## src/rtl/mul_div_unit.sv

```systemverilog
// Multi-cycle MULT/MULTU/DIV/DIVU unit: one bit per cycle, results in HI/LO, one-cycle done pulse.
// Optional macro MDU_DIV0_EN: early divide-by-zero handling with a div0 flag output.
module mul_div_unit #(
  parameter int WIDTH = 32
) (
  input  logic             clkACC,
  input  logic             reset,
  input  logic             start,
  input  logic [1:0]       op,
  input  logic [WIDTH-1:0] A,
  input  logic [WIDTH-1:0] B,
  output logic             busy,
  output logic             done,
  output logic [WIDTH-1:0] hi,
  output logic [WIDTH-1:0] lo
`ifdef MDU_DIV0_EN
  ,
  output logic             div0
`endif
);

  localparam int CW = $clog2(WIDTH + 1);

  typedef enum logic [1:0] {S_IDLE, S_CALC, S_FIX, S_DONE} state_t;

  state_t             state_q, state_d;
  logic [CW-1:0]      cnt;
  logic               op_div, q_neg, r_neg;
  logic [WIDTH:0]     acc;
  logic [WIDTH-1:0]   lower, opb;
  logic               accept, div0_hit, is_signed;
  logic [WIDTH:0]     mul_sum, div_shift, div_diff;
  logic [2*WIDTH-1:0] prod;
`ifdef MDU_DIV0_EN
  logic               zdiv;
`endif

  function automatic logic [WIDTH-1:0] magnitude(input logic signed [WIDTH-1:0] v, input logic sgn);
    return (sgn && v < 0) ? $unsigned(-v) : $unsigned(v);
  endfunction

  function automatic logic [WIDTH-1:0] apply_sign(input logic [WIDTH-1:0] v, input logic neg);
    return neg ? -v : v;
  endfunction

  function automatic logic [2*WIDTH-1:0] apply_sign2(input logic [2*WIDTH-1:0] v, input logic neg);
    return neg ? -v : v;
  endfunction

  assign is_signed = ~op[0];
  assign accept    = start && (state_q == S_IDLE || state_q == S_DONE);
  assign busy      = (state_q == S_CALC) || (state_q == S_FIX);
  assign done      = (state_q == S_DONE);

`ifdef MDU_DIV0_EN
  assign div0_hit = op[1] && (B == '0);
`else
  assign div0_hit = 1'b0;
`endif

  // acc holds the upper product half (multiply) or the partial remainder (divide)
  assign mul_sum   = lower[0] ? acc + {1'b0, opb} : acc;
  assign div_shift = {acc[WIDTH-1:0], lower[WIDTH-1]};
  assign div_diff  = div_shift - {1'b0, opb};
  assign prod      = {acc[WIDTH-1:0], lower};

  always_comb begin
    state_d = state_q;
    case (state_q)
      S_IDLE: if (start) state_d = div0_hit ? S_FIX : S_CALC;
      S_CALC: if (cnt == CW'(WIDTH - 1)) state_d = S_FIX;
      S_FIX:  state_d = S_DONE;
      S_DONE: begin
        if (start) state_d = div0_hit ? S_FIX : S_CALC;
        else       state_d = S_IDLE;
      end
      default: state_d = S_IDLE;
    endcase
  end

  always_ff @(posedge clkACC or negedge reset) begin
    if (!reset) begin
      state_q <= S_IDLE;
      cnt     <= '0;
      hi      <= '0;
      lo      <= '0;
`ifdef MDU_DIV0_EN
      zdiv    <= 1'b0;
      div0    <= 1'b0;
`endif
    end else begin
      state_q <= state_d;
      if (accept)                 cnt <= '0;
      else if (state_q == S_CALC) cnt <= cnt + CW'(1);
`ifdef MDU_DIV0_EN
      if (accept) begin
        zdiv <= div0_hit;
        div0 <= 1'b0;
      end
`endif
      // result write-back happens only in FIX, so HI/LO never show partial results
      if (state_q == S_FIX) begin
`ifdef MDU_DIV0_EN
        if (zdiv) begin
          hi   <= lower;
          lo   <= '1;
          div0 <= 1'b1;
        end else
`endif
        if (op_div) begin
          lo <= apply_sign(lower, q_neg);
          hi <= apply_sign(acc[WIDTH-1:0], r_neg);
        end else begin
          {hi, lo} <= apply_sign2(prod, q_neg);
        end
      end
    end
  end

  // operand capture at the start edge, then one shift-add / restoring step per CALC cycle
  always_ff @(posedge clkACC) begin
    if (accept) begin
      op_div <= op[1];
      q_neg  <= is_signed & (A[WIDTH-1] ^ B[WIDTH-1]) & (|B);
      r_neg  <= is_signed & A[WIDTH-1];
      acc    <= '0;
      lower  <= magnitude(A, is_signed);
      opb    <= magnitude(B, is_signed);
`ifdef MDU_DIV0_EN
      if (div0_hit) lower <= A;
`endif
    end else if (state_q == S_CALC) begin
      if (op_div) begin
        if (!div_diff[WIDTH]) begin
          acc   <= div_diff;
          lower <= {lower[WIDTH-2:0], 1'b1};
        end else begin
          acc   <= div_shift;
          lower <= {lower[WIDTH-2:0], 1'b0};
        end
      end else begin
        acc   <= {1'b0, mul_sum[WIDTH:1]};
        lower <= {mul_sum[0], lower[WIDTH-1:1]};
      end
    end
  end

endmodule

```

## config.mk

```make
export PLATFORM = sky130hd
export DESIGN_NAME = mul_div_unit
export DESIGN_NICKNAME = d
export VERILOG_FILES = /design/src/rtl/mul_div_unit.sv
export SDC_FILE = /design/constraint.sdc
export NUM_CORES = 1
export LEC_CHECK = 0
export CELL_PAD_IN_SITES_DETAIL_PLACEMENT = 1
export CELL_PAD_IN_SITES_GLOBAL_PLACEMENT = 1
export CORE_UTILIZATION = 25
export DETAILED_ROUTE_END_ITERATION = 16
export GPL_ROUTABILITY_DRIVEN = 0
export GPL_TIMING_DRIVEN = 0
export PLACE_DENSITY_LB_ADDON = 0.1
export RECOVER_POWER = 100
export SLEW_MARGIN = 20
export SYNTH_ARGS = -nofsm -noshare
export SYNTH_HDL_FRONTEND = slang
export SYNTH_SLANG_ARGS = --single-unit
export TNS_END_PERCENT = 20
```

## constraint.sdc

```tcl
create_clock -name clkACC -period 5.67 [get_ports clkACC]
set_input_delay 0.567 -clock clkACC [delete_from_list [all_inputs] [get_ports clkACC]]
set_output_delay 0.567 -clock clkACC [all_outputs]
set_load 0.05 [all_outputs]
```

==> out/qor.csv <==
stage,metric,value,unit
logic_synthesis,count of synthesis-stage warnings from yosys,0,
critical_path,crit path cell chain,ha_1 -> clkbuf_1 -> a2111oi_0 -> o21ai_0 -> a41oi_1 -> o21a_1 -> a31oi_1 -> nand2_1 -> nand2_1 -> a21o_1 -> ha_1 -> clkbuf_1 -> clkbuf_1 -> nand3_1 -> a31oi_1 -> a211oi_1,
final_layout,"Design Area, Final",16500,µm²
final_layout,Final Net Count,1926,
critical_path,CP arrival,5.67,ns
logic_synthesis,"Async S/R FF share, synth",41.9,%
drt,remaining routing DRC violations,0,
logic_synthesis,sequential element share of the synthesized area,32.4,%
logic_synthesis,dominant register cell in the synthesized netlist,sky130_fd_sc_hd__dfrtp_1,
clock_network,TritonCTS clock tree,yes,
hold_path,number of cells on the worst hold path,1,
floorplan,die span in y,237,µm
grt,pin count of the biggest net entering global routing,53,
grt,initial antenna violation count,0,
floorplan,num rows,85,
power_and_ir_drop,power after layout,0.0116,W
critical_path,Worst setup EP type,register,
grt,"Remaining Overflow, GRT",0,
drt,total number of vias,12900,
placed_design,HPWL after DPL,45.0,mm
hold_path,terminating pin of the worst hold path,hi[19]$_DFFE_PN0N_,
clock_network,number of clock sinks seen by CTS,172,
sta,Setup-failing EPs final,0,
floorplan,number of top-level design ports,135,
critical_path,start of the worst register-to-register path,acc[18]$_SDFFE_PP0P_,
floorplan,floorplan die width,237,µm
floorplan,total die area,56100,µm²
logic_synthesis,Avg Inst Size Synth,8.49,µm²
power_and_ir_drop,maximum ir drop on the vdd rail,309,µV
grt,number of global-route vias before repair,13500,
sta,worst clock skew on the final layout,0.0125,ns
final_layout,number of antenna cells inserted,0,
sta,Max-slew headroom,-86.6,%
power_and_ir_drop,power density relative to cell area,703,nW/µm²
grt,global-route total usage across every layer,20.2,%
sta,clock period minus final worst setup slack,5.29,ns
critical_path,start-to-end type of the worst setup path,register to register,
critical_path,most used cell along the critical path,sky130_fd_sc_hd__clkbuf_1,
flow_run,maximum capacitance violations,2,
clock_network,maximum number of buffers from clock root to sink,2,
logic_synthesis,Post-synth EDFFs,67,
sta,Hold Fails Final Rpt,0,
final_layout,share of final-layout standard cells stronger than drive strength 1,3.96,%
hold_path,class of the most critical hold timing path,register to register,
drt,post-detailed-routing wire length,55.4,mm
sta,period utilisation layout,93.4,%
logic_synthesis,number of nets in the synthesized netlist,1771,
critical_path,Worst path max stage delay,0.62,ns
sta,Total Negative Setup Slacks,0,ns
final_layout,area growth from synthesis to layout,19.5,%
logic_synthesis,Netlist cell types,82,
final_layout,filler instances,6361,
critical_path,top fanout value on the critical path,10,
critical_path,Critical Path RT,6.05,ns
placed_design,IO buf count,134,
critical_path,Reg2Reg Depth,16,
status,outcome,"complete, but fails checks",
drt,Routed WL per cell,22.3,µm
critical_path,worst-path cell with the longest stage delay,sky130_fd_sc_hd__dfxtp_1,
drt,DRT iter0 DRCs,620,
critical_path,R2R setup slack,0.38,ns
status,violations in the final reports,"max-capacitance violations, max-slew violations",
critical_path,worst reg2reg endpoint,acc[26]$_SDFFE_PP0P_,
logic_synthesis,post-synthesis sequential element count,172,
hold_path,launch point of the worst hold path,hi[19]$_DFFE_PN0N_,
clock_network,H-tree depth,4,
clock_network,clock network latency to the later pin of the worst-skew pair,0.50,ns
grt,global-route wire length before repair,84.6,mm
logic_synthesis,instance count of the mapped netlist,1624,
drt,remaining number of nets flagged by the antenna check after routing,0,
final_layout,area used by multi-input combinational logic,8620,µm²
final_layout,Seq. cell area,4470,µm²
sta,number of max-slew violations in the final report,87,
sta,achievable clock frequency,189,MHz
critical_path,Startpoint Class,register,
placed_design,total placed instance area,16000,µm²
drt,iteration count of the initial detailed-routing pass,4,
clock_network,CTS clock-pin slew for the worst setup and hold paths,0.08,ns
logic_synthesis,area of the mapped netlist,13800,µm²
floorplan,initial cell density of the core,25.5,%
clock_network,clock root buffer master,sky130_fd_sc_hd__clkbuf_16,
clock_network,number of clock buffers inserted by TritonCTS,17,
power_and_ir_drop,Leakage Power,6.52,nW
sta,final hold slack,0.509,ns
final_layout,"most common cell after layout, fill and taps aside",sky130_fd_sc_hd__a21oi_1,
final_layout,Layout Utilization,30.4,%
floorplan,Core Footprint,54100,µm²
sta,RSZ-0062 raised after global routing,no,
sta,actual transition at the worst max-transition pin,2.80,ns
drt,Via density,5.19,
final_layout,most used cells in the layout excluding fill and tap cells,"sky130_fd_sc_hd__a21oi_1 (173), sky130_fd_sc_hd__nor2_1 (148), sky130_fd_sc_hd__nand2_1 (127), sky130_fd_sc_hd__o21ai_0 (127)",
kinds of logic (layout without fill, tap and decap cells):
kind of cell,Yosys count,count (layout),share of synthesized area [%]
compound gates,505,505,22.6
simple gates,470,470,16.8
mux,72,72,5.45
fa+ha+maj,78,78,7.19
buf+inv,153,321,4.48
flops,172,172,32.4
xor+xnor,174,174,11.1
critical path, delay by kind of cell, from the launching register on:
kind	cells	cell delay (ns)
AOI/OAI and AO/OA	8	2.31
buffers and inverters	3	1.07
DFF	1	0.62
adders and majority gates	2	0.59
and+or+nand+nor	3	0.57
per-stage QoR:
step	instances	setup slack (ns)
after global placement	2454	0.0738
final	2488	0.375
after detailed placement	2456	0.0425
after CTS	2489	0.272
after floorplan	1624	1.90
after global routing	2488	0.126
where the power goes:
group / switching (W) / internal [W]
clock network: 0.000605 / 0.000576
registers: 0.000743 / 0.00202
logic: 0.00501 / 0.00262
total: 0.00636 / 0.00522
how the worst max path moves through the flow:
stage / start / to / depth (start not counted)
after CTS: acc[0]$_SDFFE_PP0P_ / acc[16]$_SDFFE_PP0P_ / 18
final: acc[18]$_SDFFE_PP0P_ / acc[26]$_SDFFE_PP0P_ / 16
after detailed placement: acc[0]$_SDFFE_PP0P_ / acc[16]$_SDFFE_PP0P_ / 18
after floorplan: acc[18]$_SDFFE_PP0P_ / acc[28]$_SDFFE_PP0P_ / 16
after global placement: acc[18]$_SDFFE_PP0P_ / acc[16]$_SDFFE_PP0P_ / 17
after global routing: acc[0]$_SDFFE_PP0P_ / acc[26]$_SDFFE_PP0P_ / 17
flip-flops by register name, summed over array words and instances, names as in the netlist:
signal and count:
q_neg 1, cnt 6, opb 32, state_q 2, r_neg 1, acc 33, hi 32, op_div 1
lo 32, lower 32
area by class of cell:
| cell class | count | share of cell area [%] |
|---|---|---|
| repair buffers | 137 | 8.21 |
| flip-flops and latches | 172 | 27.2 |
| multi-input cells | 1299 | 52.3 |
| well taps | 696 | 5.29 |
| clock inverters | 14 | 0.752 |
| plain buffers | 78 | 2.00 |
| clock buffers | 18 | 2.60 |
| inverters | 74 | 1.69 |
cells in the mapped netlist, types with 4 or more instances:
cell                       instances  area share [%]
sky130_fd_sc_hd__a211oi_1         28             1.5
sky130_fd_sc_hd__a21o_1           37             2.0
sky130_fd_sc_hd__a21oi_1         173             6.3
sky130_fd_sc_hd__a221oi_1          4            0.25
sky130_fd_sc_hd__a22o_1            6            0.38
sky130_fd_sc_hd__a22oi_1           6            0.33
sky130_fd_sc_hd__a31oi_1          16            0.73
sky130_fd_sc_hd__and2_1            8            0.36
sky130_fd_sc_hd__and3_1           10            0.45
sky130_fd_sc_hd__buf_1            13            0.35
sky130_fd_sc_hd__clkbuf_1         60             1.6
sky130_fd_sc_hd__dfrtp_1          72              13
sky130_fd_sc_hd__dfxtp_1          33             4.8
sky130_fd_sc_hd__edfxtp_1         67              15
sky130_fd_sc_hd__ha_1             76             6.9
sky130_fd_sc_hd__inv_1            72             2.0
sky130_fd_sc_hd__mux2_2           25             2.0
sky130_fd_sc_hd__mux2i_1          47             3.4
sky130_fd_sc_hd__nand2_1         127             3.5
sky130_fd_sc_hd__nand2b_1         18            0.82
sky130_fd_sc_hd__nand3_1          23            0.83
sky130_fd_sc_hd__nand4_1          16            0.73
sky130_fd_sc_hd__nor2_1          148             4.0
sky130_fd_sc_hd__nor2b_1          21            0.95
sky130_fd_sc_hd__nor3_1           33             1.2
sky130_fd_sc_hd__nor4_1           12            0.54
sky130_fd_sc_hd__o211ai_1         13            0.71
sky130_fd_sc_hd__o21a_1           12            0.65
sky130_fd_sc_hd__o21ai_0         124             4.5
sky130_fd_sc_hd__o21ai_1           4            0.15
sky130_fd_sc_hd__o21bai_1          6            0.33
sky130_fd_sc_hd__o22ai_1           7            0.32
sky130_fd_sc_hd__o31a_1            4            0.25
sky130_fd_sc_hd__o31ai_1          21             1.1
sky130_fd_sc_hd__o41ai_1          13            0.83
sky130_fd_sc_hd__or3_1            12            0.54
sky130_fd_sc_hd__or4_1             8            0.44
sky130_fd_sc_hd__or4_4             7            0.57
sky130_fd_sc_hd__xnor2_1          87             5.5
sky130_fd_sc_hd__xor2_1           87             5.5
what timing repair did:
action / 4_1_cts / 5_1_grt
resized for setup: 1 / 0
setup endpoints to repair: 1 / 1
hold endpoints to repair: 20 / 0
setup buffers: 0 / 0
hold buffers: 1 / 0
routing by layer:
metal,vias to the layer above,wire (µm),GRT usage [%]
met5,-,0,0
met1,6406,27700,28.0
met4,0,1000,5.92
li1,6207,-,-
met3,52,2160,3.84
met2,237,24500,31.5
(Power assumes the default switching activity.)
